**src/rtl/regfile_arbiter_pkg.sv**
```systemverilog
// rtl/regfile_arbiter_pkg.sv - shared word width, register-file mode encodings and port ids
package regfile_arbiter_pkg;

  localparam int WORD = 16;

  // Register-file port modes; idle must stay distinct from in/out.
  localparam logic [1:0] REG_MODE_IDLE = 2'b00;
  localparam logic [1:0] REG_MODE_IN   = 2'b01;
  localparam logic [1:0] REG_MODE_OUT  = 2'b10;

  typedef enum logic {
    RR_A = 1'b0,
    RR_B = 1'b1
  } rr_port_e;

endpackage

```
**src/rtl/regfile_arbiter_rr_pick2.sv**
```systemverilog
// rtl/regfile_arbiter_rr_pick2.sv - two-way round-robin picker owning the read-port pointer
module regfile_arbiter_rr_pick2
  import regfile_arbiter_pkg::*;
(
  input  logic clk,
  input  logic clear_n,
  input  logic en,
  input  logic req_a,
  input  logic req_b,
  output logic gnt_a,
  output logic gnt_b
);

  rr_port_e rr_ptr;

  always_comb begin
    gnt_a = 1'b0;
    gnt_b = 1'b0;
    if (en) begin
      if (rr_ptr == RR_A) begin
        if (req_a)      gnt_a = 1'b1;
        else if (req_b) gnt_b = 1'b1;
      end else begin
        if (req_b)      gnt_b = 1'b1;
        else if (req_a) gnt_a = 1'b1;
      end
    end
  end

  // Point at the port that lost (or was absent) so the next contest favours it.
  always_ff @(posedge clk or negedge clear_n) begin
    if (!clear_n) begin
      rr_ptr <= RR_A;
    end else if (gnt_a) begin
      rr_ptr <= RR_B;
    end else if (gnt_b) begin
      rr_ptr <= RR_A;
    end
  end

endmodule

```
**src/rtl/regfile_arbiter.sv**
```systemverilog
// rtl/regfile_arbiter.sv - single-port register file access arbiter (writeback + two read ports)
module regfile_arbiter
  import regfile_arbiter_pkg::*;
#(
  parameter int MAX_WR_BURST = 4,
  parameter int PROT_REGS    = 4
) (
  input  logic            clk,
  input  logic            clear_n,
  input  logic            wr_req,
  input  logic [5:0]      wr_sel,
  input  logic [WORD-1:0] wr_data,
  output logic            wr_gnt,
  output logic            wr_err,
  input  logic            ra_req,
  input  logic [5:0]      ra_sel,
  output logic            ra_gnt,
  output logic            ra_valid,
  output logic [WORD-1:0] ra_data,
  input  logic            rb_req,
  input  logic [5:0]      rb_sel,
  output logic            rb_gnt,
  output logic            rb_valid,
  output logic [WORD-1:0] rb_data,
  output logic [1:0]      rf_mode,
  output logic [5:0]      rf_sel,
  output logic [WORD-1:0] rf_data_in,
  input  logic [WORD-1:0] rf_data_out
);

  logic [3:0] burst_cnt;
  logic       read_pending;
  logic       burst_full;
  logic       wr_prot;
  logic       rd_en;

  assign read_pending = ra_req | rb_req;
  assign burst_full   = (burst_cnt == 4'(MAX_WR_BURST));
  assign wr_prot      = ({1'b0, wr_sel} < 7'(PROT_REGS));

  // Grants are forced low during reset so nothing reaches the file.
  assign wr_gnt = clear_n & wr_req & ~(burst_full & read_pending);
  assign rd_en  = clear_n & ~wr_gnt;

  regfile_arbiter_rr_pick2 u_rr_pick2 (
    .clk     (clk),
    .clear_n (clear_n),
    .en      (rd_en),
    .req_a   (ra_req),
    .req_b   (rb_req),
    .gnt_a   (ra_gnt),
    .gnt_b   (rb_gnt)
  );

  always_comb begin
    rf_mode    = REG_MODE_IDLE;
    rf_sel     = 6'd0;
    rf_data_in = '0;
    if (wr_gnt) begin
      rf_sel     = wr_sel;
      rf_data_in = wr_data;
      rf_mode    = wr_prot ? REG_MODE_IDLE : REG_MODE_IN;
    end else if (ra_gnt) begin
      rf_mode = REG_MODE_OUT;
      rf_sel  = ra_sel;
    end else if (rb_gnt) begin
      rf_mode = REG_MODE_OUT;
      rf_sel  = rb_sel;
    end
  end

  always_ff @(posedge clk or negedge clear_n) begin
    if (!clear_n) begin
      burst_cnt <= 4'd0;
      ra_valid  <= 1'b0;
      rb_valid  <= 1'b0;
      wr_err    <= 1'b0;
    end else begin
      ra_valid <= ra_gnt;
      rb_valid <= rb_gnt;
      wr_err   <= wr_gnt & wr_prot;
      if (ra_gnt | rb_gnt | ~read_pending) begin
        burst_cnt <= 4'd0;
      end else if (wr_gnt && !burst_full) begin
        burst_cnt <= burst_cnt + 4'd1;
      end
    end
  end

  assign ra_data = rf_data_out;
  assign rb_data = rf_data_out;

endmodule

```
**config.mk**
```make
export PLATFORM = sky130hd
export DESIGN_NAME = regfile_arbiter
export DESIGN_NICKNAME = d
export VERILOG_FILES = /design/src/rtl/regfile_arbiter_pkg.sv /design/src/rtl/regfile_arbiter_rr_pick2.sv /design/src/rtl/regfile_arbiter.sv
export SDC_FILE = /design/constraint.sdc
export NUM_CORES = 1
export LEC_CHECK = 0
export BUFFER_PORTS_ARGS = -buffer_cell sky130_fd_sc_hd__buf_4
export CORE_ASPECT_RATIO = 1.25
export CORE_MARGIN = 5
export CORE_UTILIZATION = 30
export CTS_BUF_LIST = sky130_fd_sc_hd__clkbuf_4 sky130_fd_sc_hd__clkbuf_8 sky130_fd_sc_hd__clkbuf_16
export CTS_CLUSTER_DIAMETER = 80
export DETAILED_ROUTE_END_ITERATION = 8
export GPL_ROUTABILITY_DRIVEN = 0
export PLACE_DENSITY_LB_ADDON = 0.05
export SETUP_SLACK_MARGIN = 0.1
export SLEW_MARGIN = 40
export SYNTH_ARGS = -nofsm -noshare
export SYNTH_HDL_FRONTEND = slang
export SYNTH_SLANG_ARGS = --single-unit
```
**constraint.sdc**
```tcl
create_clock -name clk -period 3.7 [get_ports clk]
set_input_delay 1.11 -clock clk [delete_from_list [all_inputs] [get_ports clk]]
set_output_delay 1.11 -clock clk [all_outputs]
set_load 0.005 [all_outputs]
```
==> impl_summary.log, run 1 <==
[metrics] total number of placement rows: 23
[metrics] biggest area consumer among synthesized cells: sky130_fd_sc_hd__buf_4
[metrics] Clock Skew: between 1.5 and 2 ps
[metrics] total of hold buffers inserted after clock tree synthesis: 0
[metrics] measured slew at the worst slew-check pin: ~500 ps
[metrics] crit path max fanout: 25
[metrics] number of gates resized after cts: 0
[metrics] global routing usage summed across all routing layers: 0.126
[metrics] Post-Synthesis Cell Area: between 900 and 1000 sq um
[metrics] number of I/O port buffers: 68
[metrics] TritonCTS buffer count: 3
[metrics] Post-Synthesis Net Count: 168
[metrics] final cell area excluding filler cells: around 1300 sq um
[metrics] met3 WL post-DR: about 340 um
[metrics] critical path data required time: 2590 ps
[metrics] effective utilization at floorplan: 0.310
[metrics] instance count of the mapped netlist: 111
[metrics] TritonCTS clock tree: built
[metrics] metal1 wirelength: ~1000 um
[metrics] total placed cells including tap cells: around 180
[metrics] path type of the worst setup path: input pin to output port
[metrics] Hold Violations, Final: 0
[metrics] maximum buffer depth of the clock tree: 2
[metrics] Post-CTS Setup Repair Bufs: 0
[metrics] top cell type's share of synthesized area: 0.240
[metrics] via count of the first global-routing pass: 1,007
[metrics] cell types with the largest area share after synthesis: sky130_fd_sc_hd__buf_4 (24%), sky130_fd_sc_hd__dfrtp_1 (20%), sky130_fd_sc_hd__and2_4 (11%)
[metrics] final non-filler cell total: 180
[metrics] final standard cell utilization of the core: 0.403
[metrics] H-tree depth reported by CTS: 1
[metrics] number of flops mapped to enable cells by yosys: 0
[metrics] pin count of the biggest net entering global routing: 26
[metrics] root buffer cell: sky130_fd_sc_hd__clkbuf_8
[metrics] IR drop worst, VDD: approximately 0.14 mV
[metrics] number of detailed-route iterations in the first pass: 4
[metrics] part of the cycle the worst path needs: 0.872
[metrics] Total Negative Setup Slacks: 0 ps
[metrics] DRT iter0 DRCs: 47
[metrics] DRC violations left: 0
[metrics] count of maximum capacitance violations: 0
[metrics] Arr. time, crit path: between 2000 and 2500 ps
[metrics] Remaining Overflow, GRT: 0
[metrics] Post-DP Area: between 1000 and 1500 sq um
[metrics] area of combinational cells with multiple inputs: between 400 and 500 sq um
[metrics] top routing layer in use: met4
[metrics] detailed route wirelength on metal2: approximately 1300 um
[metrics] Routed Antenna Nets: 0
[metrics] flip-flop and latch count after synthesis: 8
[metrics] horizontal extent of the die: between 60 and 70 um
[metrics] Rel. slew slack: 0.667
[metrics] most frequent standard cell in the layout excluding fill and tap cells: sky130_fd_sc_hd__buf_4
[metrics] fraction of final layout cells sized beyond drive strength 1: 0.608
[metrics] Pleak: ~0.00064 uW
[metrics] Post-synth ARST share: 1.00
[metrics] Peak Freq: about 0.31 GHz
[metrics] number of inserted diodes: 0
[metrics] primary flip-flop cell chosen by synthesis mapping: sky130_fd_sc_hd__dfrtp_1
[metrics] TritonCTS Sinks: 8
[metrics] Final setup violation count: 0
[metrics] combined flip-flop and latch cell area: ~200 sq um
[metrics] Hold WC Path Type: register to register
[metrics] die height: between 70 and 80 um
[metrics] Slew Limit Fails: 0
[metrics] layout-stage area growth over the synthesis result: 29.9%
[metrics] DR vias: about 860
[metrics] worst slack at placement: 456 ps
[metrics] global-route wire length before repair: 4490 um
[metrics] number of filler cells placed in the layout: about 340
[metrics] Post-Route WL: 2660 um
[metrics] warning count from the yosys run: 0
[metrics] clock latency on the worst-skew pair: around 230 ps
[metrics] core area: ~3200 sq um
[metrics] clock transition at the register clock pins on the worst setup and hold paths after CTS: 40 ps
[metrics] boundary pin count: roughly 120
[metrics] share of the yosys chip area belonging to registers: 0.200
[metrics] category of the worst setup path capture point: output port
[metrics] startpoint class of the critical path: input pin
[metrics] outcome: complete, no violations
[metrics] Die Outline Area: ~4600 sq um
[metrics] final worst-path setup slack: about 470 ps
[metrics] Power Density: approximately 240 nW/um^2
[metrics] top library cells by usage in the layout, fill and taps aside: sky130_fd_sc_hd__buf_4 (68), sky130_fd_sc_hd__and2_4 (12), sky130_fd_sc_hd__dfrtp_1 (8)
[metrics] post-detail-place hpwl: 2220 um
[metrics] distinct cell type count of the synthesized netlist: 30
[metrics] RSZ-0062 raised after global routing: false
[metrics] WL/cell: around 15 um
[metrics] syn avg cell area: 9.01 sq um
[metrics] fin crit period: around 3200 ps
[metrics] routed vias/inst: around 4.8
[metrics] initial antenna violation count: 0
[metrics] Layout Nets: between 200 and 250
area by class of cell:
class,instances,area share
Clock buffer,3,0.0318
Inverter,2,0.00578
Multi-Input combinational cell,62,0.380
Sequential cell,8,0.154
Tap cell,37,0.0356
Timing Repair Buffer,68,0.393
critical path, stage by stage:
cell	delay [ps]
sky130_fd_sc_hd__buf_4	150
sky130_fd_sc_hd__nor2_4	200
sky130_fd_sc_hd__o211a_4	360
sky130_fd_sc_hd__nor2b_1	170
sky130_fd_sc_hd__buf_4	120
worst paths after layout:
path                       cells after the start         startpoint  slack, ps                end
max                                            5             rb_req        470         rf_mode[0]
min reg2reg                                    2  u_rr_pick2.rr_ptr        570  u_rr_pick2.rr_ptr
min in group asynchronous                      1            clear_n        730       burst_cnt[3]
max in group asynchronous                      1            clear_n       2790       burst_cnt[1]
max reg2reg                                    5       burst_cnt[0]       2250             wr_err
min                                            2  u_rr_pick2.rr_ptr        570  u_rr_pick2.rr_ptr
flip-flops by register name (all words and copies together) (netlist names):
| name | cells |
|---|---|
| wr_err | 1 |
| u_rr_pick2.rr_ptr | 1 |
| burst_cnt | 4 |
| ra_valid | 1 |
| rb_valid | 1 |
logic make-up after synthesis:
group | share of synthesized area
simple gates | 0.287
flops | 0.200
fa+ha+maj | 0.0250
compound gates | 0.181
buf+inv | 0.307
layer usage:
layer | GRT usage | vias to the layer above
met5 | 0 | -
met4 | 0.0354 | 0
met3 | 0.0538 | 2
met2 | 0.198 | 58
met1 | 0.156 | 386
li1 | - | 417
power by group:
part | leakage (uW) | internal (uW) | switching (uW)
registers | 0.000106 | 92.9 | 4.52
logic | 0.000513 | 67.1 | 43.6
clock network | 0.0000216 | 70.5 | 34.4
through the flow:
stage | power, uW | hold slack [ps]
floorplan | 179 | 510
global placement | 210 | 545
detailed placement | 211 | 552
CTS | 319 | 562
global route | 337 | 623
finish | 313 | 566
synth_stat cells (all sizes together) (3+ instances only):
cell type / number
a31oi: 3
a32oi: 6
nor2: 3
and2: 17
nand2b: 5
dfrtp: 8
o2bb2ai: 6
buf: 39
(Power assumes the default switching activity.)
==> run 2: changes to the inputs <==
--- a/config.mk
+++ b/config.mk
@@ -5,6 +5,7 @@
 export SDC_FILE = /design/constraint.sdc
 export NUM_CORES = 1
 export LEC_CHECK = 0
+export ABC_AREA = 1
 export BUFFER_PORTS_ARGS = -buffer_cell sky130_fd_sc_hd__buf_4
 export CORE_ASPECT_RATIO = 1.25
 export CORE_MARGIN = 5
==> impl_summary.log, run 2 <==
[metrics] crit path max fanout: 32
[metrics] power share of the combinational group: 0.383
[metrics] number of gates resized after cts: 0
[metrics] critical path data required time: between 2000 and 3000 ps
[metrics] Final setup violation count: 0
[metrics] Clock Skew: 1.86 ps
[metrics] maximum buffer depth of the clock tree: 2
[metrics] met3 WL post-DR: 285 um
[metrics] Post-Route WL: a little under 3000 um
[metrics] startpoint class of the critical path: input pin
[metrics] final worst-path setup slack: just over 400 ps
[metrics] top cell type's share of synthesized area: 0.232
[metrics] H-tree depth reported by CTS: 1
[metrics] final cell area excluding filler cells: between 1000 and 1500 sq um
[metrics] category of the worst setup path capture point: output port
[metrics] register with the highest flop count: burst_cnt
[metrics] Routed Antenna Nets: 0
[metrics] syn avg cell area: 6.75 sq um
[metrics] Top cell by count, worst path: sky130_fd_sc_hd__buf_4
[metrics] flip-flop and latch count after synthesis: 8
[metrics] Post-Synthesis Cell Area: between 1000 and 1500 sq um
[metrics] Rel. slew slack: 0.750
[metrics] R2R cell count: 9
[metrics] Crit-path slowest cell: sky130_fd_sc_hd__nand2_4
[metrics] primary flip-flop cell chosen by synthesis mapping: sky130_fd_sc_hd__dfrtp_1
[metrics] Slew Limit Fails: 0
[metrics] effective utilization at floorplan: 0.318
[metrics] dominant cell by count in the synthesized netlist: sky130_fd_sc_hd__buf_4
[metrics] crit-path cells: buf_4 -> nor2_1 -> inv_1 -> nand2_2 -> nand2_4 -> inv_2 -> nand2_1 -> nand3_1 -> buf_4
[metrics] TritonCTS Sinks: 8
[metrics] layout-stage area growth over the synthesis result: 32.3%
[metrics] RSZ-0062 raised after global routing: false
[metrics] DR vias: between 900 and 1,000
[metrics] distinct cell type count of the synthesized netlist: 26
[metrics] number of I/O port buffers: between 60 and 70
[metrics] TritonCTS clock tree: built
[metrics] DRC violations left: 0
[metrics] root buffer cell: sky130_fd_sc_hd__clkbuf_8
[metrics] pin count of the biggest net entering global routing: 33
[metrics] top library cells by usage in the layout, fill and taps aside: sky130_fd_sc_hd__buf_4 (69), sky130_fd_sc_hd__inv_1 (25), sky130_fd_sc_hd__nor2_1 (20)
[metrics] metal1 wirelength: 982 um
[metrics] number of detailed-route iterations in the first pass: 4
[metrics] worst slack at placement: slightly below 400 ps
[metrics] Final Total Pwr: 329 uW
[metrics] share of power burned in the clock network: 0.308
[metrics] Switching Power: 96.5 uW
[metrics] Hold WC Path Type: register to register
[metrics] core area: ~3300 sq um
[metrics] Peak Freq: between 0.3 and 0.4 GHz
[metrics] TritonCTS buffer count: 3
[metrics] Total Negative Setup Slacks: 0 ps
[metrics] Post-CTS Setup Repair Bufs: 0
[metrics] fin crit period: 3290 ps
[metrics] count of maximum capacitance violations: 0
[metrics] WL/cell: about 13 um
[metrics] Post-synth ARST share: 1.00
[metrics] measured slew at the worst slew-check pin: around 370 ps
[metrics] Post-Synthesis Net Count: 210
[metrics] boundary pin count: 117
[metrics] leading post-synthesis cells by instance count: sky130_fd_sc_hd__buf_4 (32), sky130_fd_sc_hd__inv_1 (25), sky130_fd_sc_hd__nor2_1 (20), sky130_fd_sc_hd__nand2_1 (18), sky130_fd_sc_hd__nand4_1 (13)
[metrics] number of flops mapped to enable cells by yosys: 0
[metrics] Power Density: 241 nW/um^2
[metrics] number of cells traversed by the worst hold path: 2
[metrics] number of filler cells placed in the layout: 353
[metrics] Die Outline Area: ~4700 sq um
[metrics] horizontal extent of the die: 62.5 um
[metrics] number of flip-flops in the largest register: 4
[metrics] die height: 75.6 um
[metrics] total of hold buffers inserted after clock tree synthesis: 0
[metrics] via count of the first global-routing pass: a little under 1,000
[metrics] start point of the critical path: rb_req
[metrics] clock latency on the worst-skew pair: around 220 ps
[metrics] final non-filler cell total: about 230
[metrics] share of the yosys chip area belonging to registers: 0.194
[metrics] switching power as a share of total power: 0.293
[metrics] fraction of final layout cells sized beyond drive strength 1: 0.476
[metrics] Remaining Overflow, GRT: 0
[metrics] Post-DP Area: 1330 sq um
[metrics] reg-to-reg critical path startpoint: burst_cnt[0]
[metrics] outcome: complete, no violations
[metrics] part of the cycle the worst path needs: 0.890
[metrics] instance count of the mapped netlist: 153
[metrics] path type of the worst setup path: input pin to output port
[metrics] warning count from the yosys run: 0
[metrics] critical path's largest stage delay: between 150 and 200 ps
[metrics] DRT iter0 DRCs: 15
[metrics] top routing layer in use: met4
[metrics] post-detail-place hpwl: approximately 2400 um
[metrics] total number of placement rows: 23
[metrics] Hold Violations, Final: 0
[metrics] routed vias/inst: roughly 4.4
[metrics] global routing usage summed across all routing layers: 0.113
[metrics] initial antenna violation count: 0
[metrics] global-route wire length before repair: 4350 um
[metrics] Reg power frac: 0.309
[metrics] total placed cells including tap cells: roughly 220
[metrics] IR drop worst, VDD: roughly 0.16 mV
[metrics] detailed route wirelength on metal2: between 1500 and 2000 um
[metrics] clock transition at the register clock pins on the worst setup and hold paths after CTS: roughly 40 ps
[metrics] biggest area consumer among synthesized cells: sky130_fd_sc_hd__buf_4
[metrics] number of inserted diodes: 0
[metrics] Pleak: roughly 0.00081 uW
[metrics] Arr. time, crit path: roughly 2200 ps
[metrics] Layout Nets: 248
[metrics] cell types with the largest area share after synthesis: sky130_fd_sc_hd__buf_4 (23%), sky130_fd_sc_hd__dfrtp_1 (19%), sky130_fd_sc_hd__inv_1 (9.1%)
[metrics] Int Pwr: approximately 230 uW
[metrics] launch instance of the worst min-delay path: u_rr_pick2.rr_ptr
[metrics] most frequent standard cell in the layout excluding fill and tap cells: sky130_fd_sc_hd__buf_4
## run 2: cells by family (layout without fill, tap and decap cells)
logic type / count (synthesis) / count (layout) / synth area share
compound gates: 4 / 4 / 0.0254
xor+xnor: 1 / 1 / 0.00848
fa+ha+maj: 2 / 2 / 0.0242
buf+inv: 64 / 100 / 0.366
flops: 8 / 8 / 0.194
simple gates: 74 / 74 / 0.383
## run 2: final timing paths
check	to	slack, ps
setup / recovery	rf_sel[4]	410
hold / removal	u_rr_pick2.rr_ptr	530
setup reg to reg	burst_cnt[0]	1980
hold reg to reg	u_rr_pick2.rr_ptr	530
max in group asynchronous	wr_err	2630
min in group asynchronous	rb_valid	870
## run 2: layout make-up
class                           instances  area [sq um]  area share
Inverter                               28           106      0.0778
Sequential cell                         8           200       0.146
Timing Repair Buffer                   69           518       0.379
Multi-Input combinational cell         81           455       0.333
Clock buffer                            3          41.3      0.0302
Tap cell                               37          46.3      0.0339
## run 2: per-stage QoR
| step | hold slack (ps) | util |
|---|---|---|
| 5_1_grt | 555 | 0.421 |
| 6_report | 528 | 0.421 |
| 2_1_floorplan | 488 | - |
| 4_1_cts | 532 | 0.421 |
| 3_5_place_dp | 522 | 0.408 |
| 3_3_place_gp | 514 | 0.408 |
## run 2: power groups by stage
stage	logic, uW	registers, uW	clock network (uW)
floorplan	85.5	102	0
global placement	127	103	0
detailed placement	129	103	0
CTS	129	102	105
global route	141	102	112
finish	126	102	101
## run 2: worst max-delay path: cells and delay by family
family | cells | cell delay [ps]
buffers and inverters | 4 | 500
and+or+nand+nor | 5 | 560
## run 2: routing by layer
| layer | GRT usage | up-vias |
|---|---|---|
| met5 | 0 | - |
| met4 | 0.0708 | 0 |
| met3 | 0.0398 | 14 |
| met2 | 0.203 | 38 |
| met1 | 0.112 | 433 |
| li1 | - | 514 |
==> run 3: changes to the inputs <==
==> constraint.sdc (replaced) <==
create_clock -name clk -period 4.1 [get_ports clk]
set_input_delay 1.23 -clock clk [delete_from_list [all_inputs] [get_ports clk]]
set_output_delay 1.23 -clock clk [all_outputs]
set_load 0.005 [all_outputs]
==> impl_summary.log, run 3 (synthesis gave the netlist of run 2 again) <==
[metrics] routed vias/inst: 4.51
[metrics] maximum buffer depth of the clock tree: 2
[metrics] effective utilization at floorplan: 0.318
[metrics] Slew Limit Fails: 0
[metrics] via count of the first global-routing pass: just under 1,000
[metrics] Die Outline Area: about 4700 sq um
[metrics] share of power burned in the clock network: 0.308
[metrics] IR drop worst, VDD: 0.172 mV
[metrics] post-detail-place hpwl: 2480 um
[metrics] area of combinational cells with multiple inputs: approximately 460 sq um
[metrics] combined flip-flop and latch cell area: between 200 and 250 sq um
[metrics] fin crit period: 3580 ps
[metrics] number of flip-flops in the largest register: 4
[metrics] part of the cycle the worst path needs: 0.874
[metrics] fraction of final layout cells sized beyond drive strength 1: 0.473
[metrics] Hold Violations, Final: 0
[metrics] WL/cell: 13.3 um
[metrics] global routing usage summed across all routing layers: 0.116
[metrics] category of the worst setup path capture point: output port
[metrics] Post-CTS Setup Repair Bufs: 0
[metrics] Int Pwr: approximately 210 uW
[metrics] pin count of the biggest net entering global routing: 33
[metrics] Hold WC Path Type: register to register
[metrics] power share of the combinational group: 0.383
[metrics] number of filler cells placed in the layout: roughly 340
[metrics] Rel. slew slack: 0.760
[metrics] Layout Nets: ~250
[metrics] switching power as a share of total power: 0.296
[metrics] path type of the worst setup path: input pin to output port
[metrics] root buffer cell: sky130_fd_sc_hd__clkbuf_8
[metrics] crit path max fanout: 32
[metrics] startpoint class of the critical path: input pin
[metrics] Peak Freq: approximately 0.28 GHz
[metrics] Clock Skew: around 1.2 ps
[metrics] TritonCTS buffer count: 3
[metrics] Reg power frac: 0.309
[metrics] detailed route wirelength on metal2: between 1500 and 2000 um
[metrics] metal1 wirelength: between 1000 and 1500 um
[metrics] worst slack on hold paths: approximately 530 ps
[metrics] Routed Antenna Nets: 0
[metrics] number of detailed-route iterations in the first pass: 4
[metrics] number of I/O port buffers: 68
[metrics] met3 WL post-DR: 276 um
[metrics] Switching Power: a little under 90 uW
[metrics] core area: between 3000 and 4000 sq um
[metrics] Arr. time, crit path: between 2000 and 2500 ps
[metrics] Power Density: between 200 and 250 nW/um^2
[metrics] number of inserted diodes: 0
[metrics] boundary pin count: between 100 and 150
[metrics] Final Total Pwr: 298 uW
[metrics] TritonCTS Sinks: 8
[metrics] most frequent standard cell in the layout excluding fill and tap cells: sky130_fd_sc_hd__buf_4
[metrics] total of hold buffers inserted after clock tree synthesis: 0
[metrics] number of gates resized after cts: 0
[metrics] count of maximum capacitance violations: 0
[metrics] Final setup violation count: 0
[metrics] top library cells by usage in the layout, fill and taps aside: sky130_fd_sc_hd__buf_4 (68), sky130_fd_sc_hd__inv_1 (25), sky130_fd_sc_hd__nor2_1 (20)
[metrics] RSZ-0062 raised after global routing: false
[metrics] measured slew at the worst slew-check pin: ~360 ps
[metrics] DRT iter0 DRCs: 24
[metrics] Pleak: around 0.00080 uW
[metrics] DR vias: just over 1,000
[metrics] TritonCTS clock tree: built
[metrics] clock latency on the worst-skew pair: between 200 and 250 ps
[metrics] Total Negative Setup Slacks: 0 ps
[metrics] total number of placement rows: 23
[metrics] Post-Route WL: 2990 um
[metrics] initial antenna violation count: 0
[metrics] final standard cell utilization of the core: 0.418
[metrics] global-route wire length before repair: approximately 4400 um
[metrics] clock transition at the register clock pins on the worst setup and hold paths after CTS: 40 ps
[metrics] Remaining Overflow, GRT: 0
[metrics] layout-stage area growth over the synthesis result: 31.6%
[metrics] die height: between 70 and 80 um
[metrics] H-tree depth reported by CTS: 1
[metrics] critical path data required time: around 2900 ps
[metrics] outcome: complete, no violations
[metrics] DRC violations left: 0
[metrics] top routing layer in use: met4
[metrics] register with the highest flop count: burst_cnt
[metrics] horizontal extent of the die: ~62 um
run 3: worst max-delay path: stages:
cell and delay [ps]:
sky130_fd_sc_hd__buf_4 200, sky130_fd_sc_hd__nand2_2 130, sky130_fd_sc_hd__clkinv_2 100, sky130_fd_sc_hd__nand2_4 270, sky130_fd_sc_hd__inv_2 120, sky130_fd_sc_hd__nand2_1 80, sky130_fd_sc_hd__nand3_1 70, sky130_fd_sc_hd__buf_4 140
run 3: metal layers:
metal,track usage,up-vias
met3,0.0310,16
met2,0.211,43
met4,0.0825,0
li1,-,512
met5,0,-
met1,0.116,444
run 3: layout make-up:
cell class,count,area share
timing repair buffer,68,0.375
sequential,8,0.147
inverter,28,0.0782
clock buffer,3,0.0304
tap,37,0.0340
multi-input combinational,81,0.335
run 3: through the flow:
stage / setup WS (ps) / instance area (sq um) / std cells
floorplan: 1010 / 1030 / 153
global placement: 526 / 1320 / 222
detailed placement: 501 / 1320 / 222
CTS: 497 / 1360 / 225
global route: 379 / 1360 / 225
finish: 518 / 1360 / 225
run 3: final timing paths:
path                                     end  depth (start not counted)  slack, ps         startpoint
max                                rf_sel[5]                          8        520            clear_n
min                        u_rr_pick2.rr_ptr                          2        530  u_rr_pick2.rr_ptr
max reg2reg                     burst_cnt[0]                          9       2390       burst_cnt[0]
min reg2reg                u_rr_pick2.rr_ptr                          2        530  u_rr_pick2.rr_ptr
max in group asynchronous  u_rr_pick2.rr_ptr                          1       3010            clear_n
min in group asynchronous           ra_valid                          1        880            clear_n
run 3: power groups by stage:
stage	combinational, uW	clock, uW	sequential [uW]
after global routing	127	99.6	92.7
after floorplan	77.1	0	91.6
final	114	91.9	92.0
after detailed placement	116	0	92.8
after global placement	114	0	92.6
after CTS	116	95.1	92.0
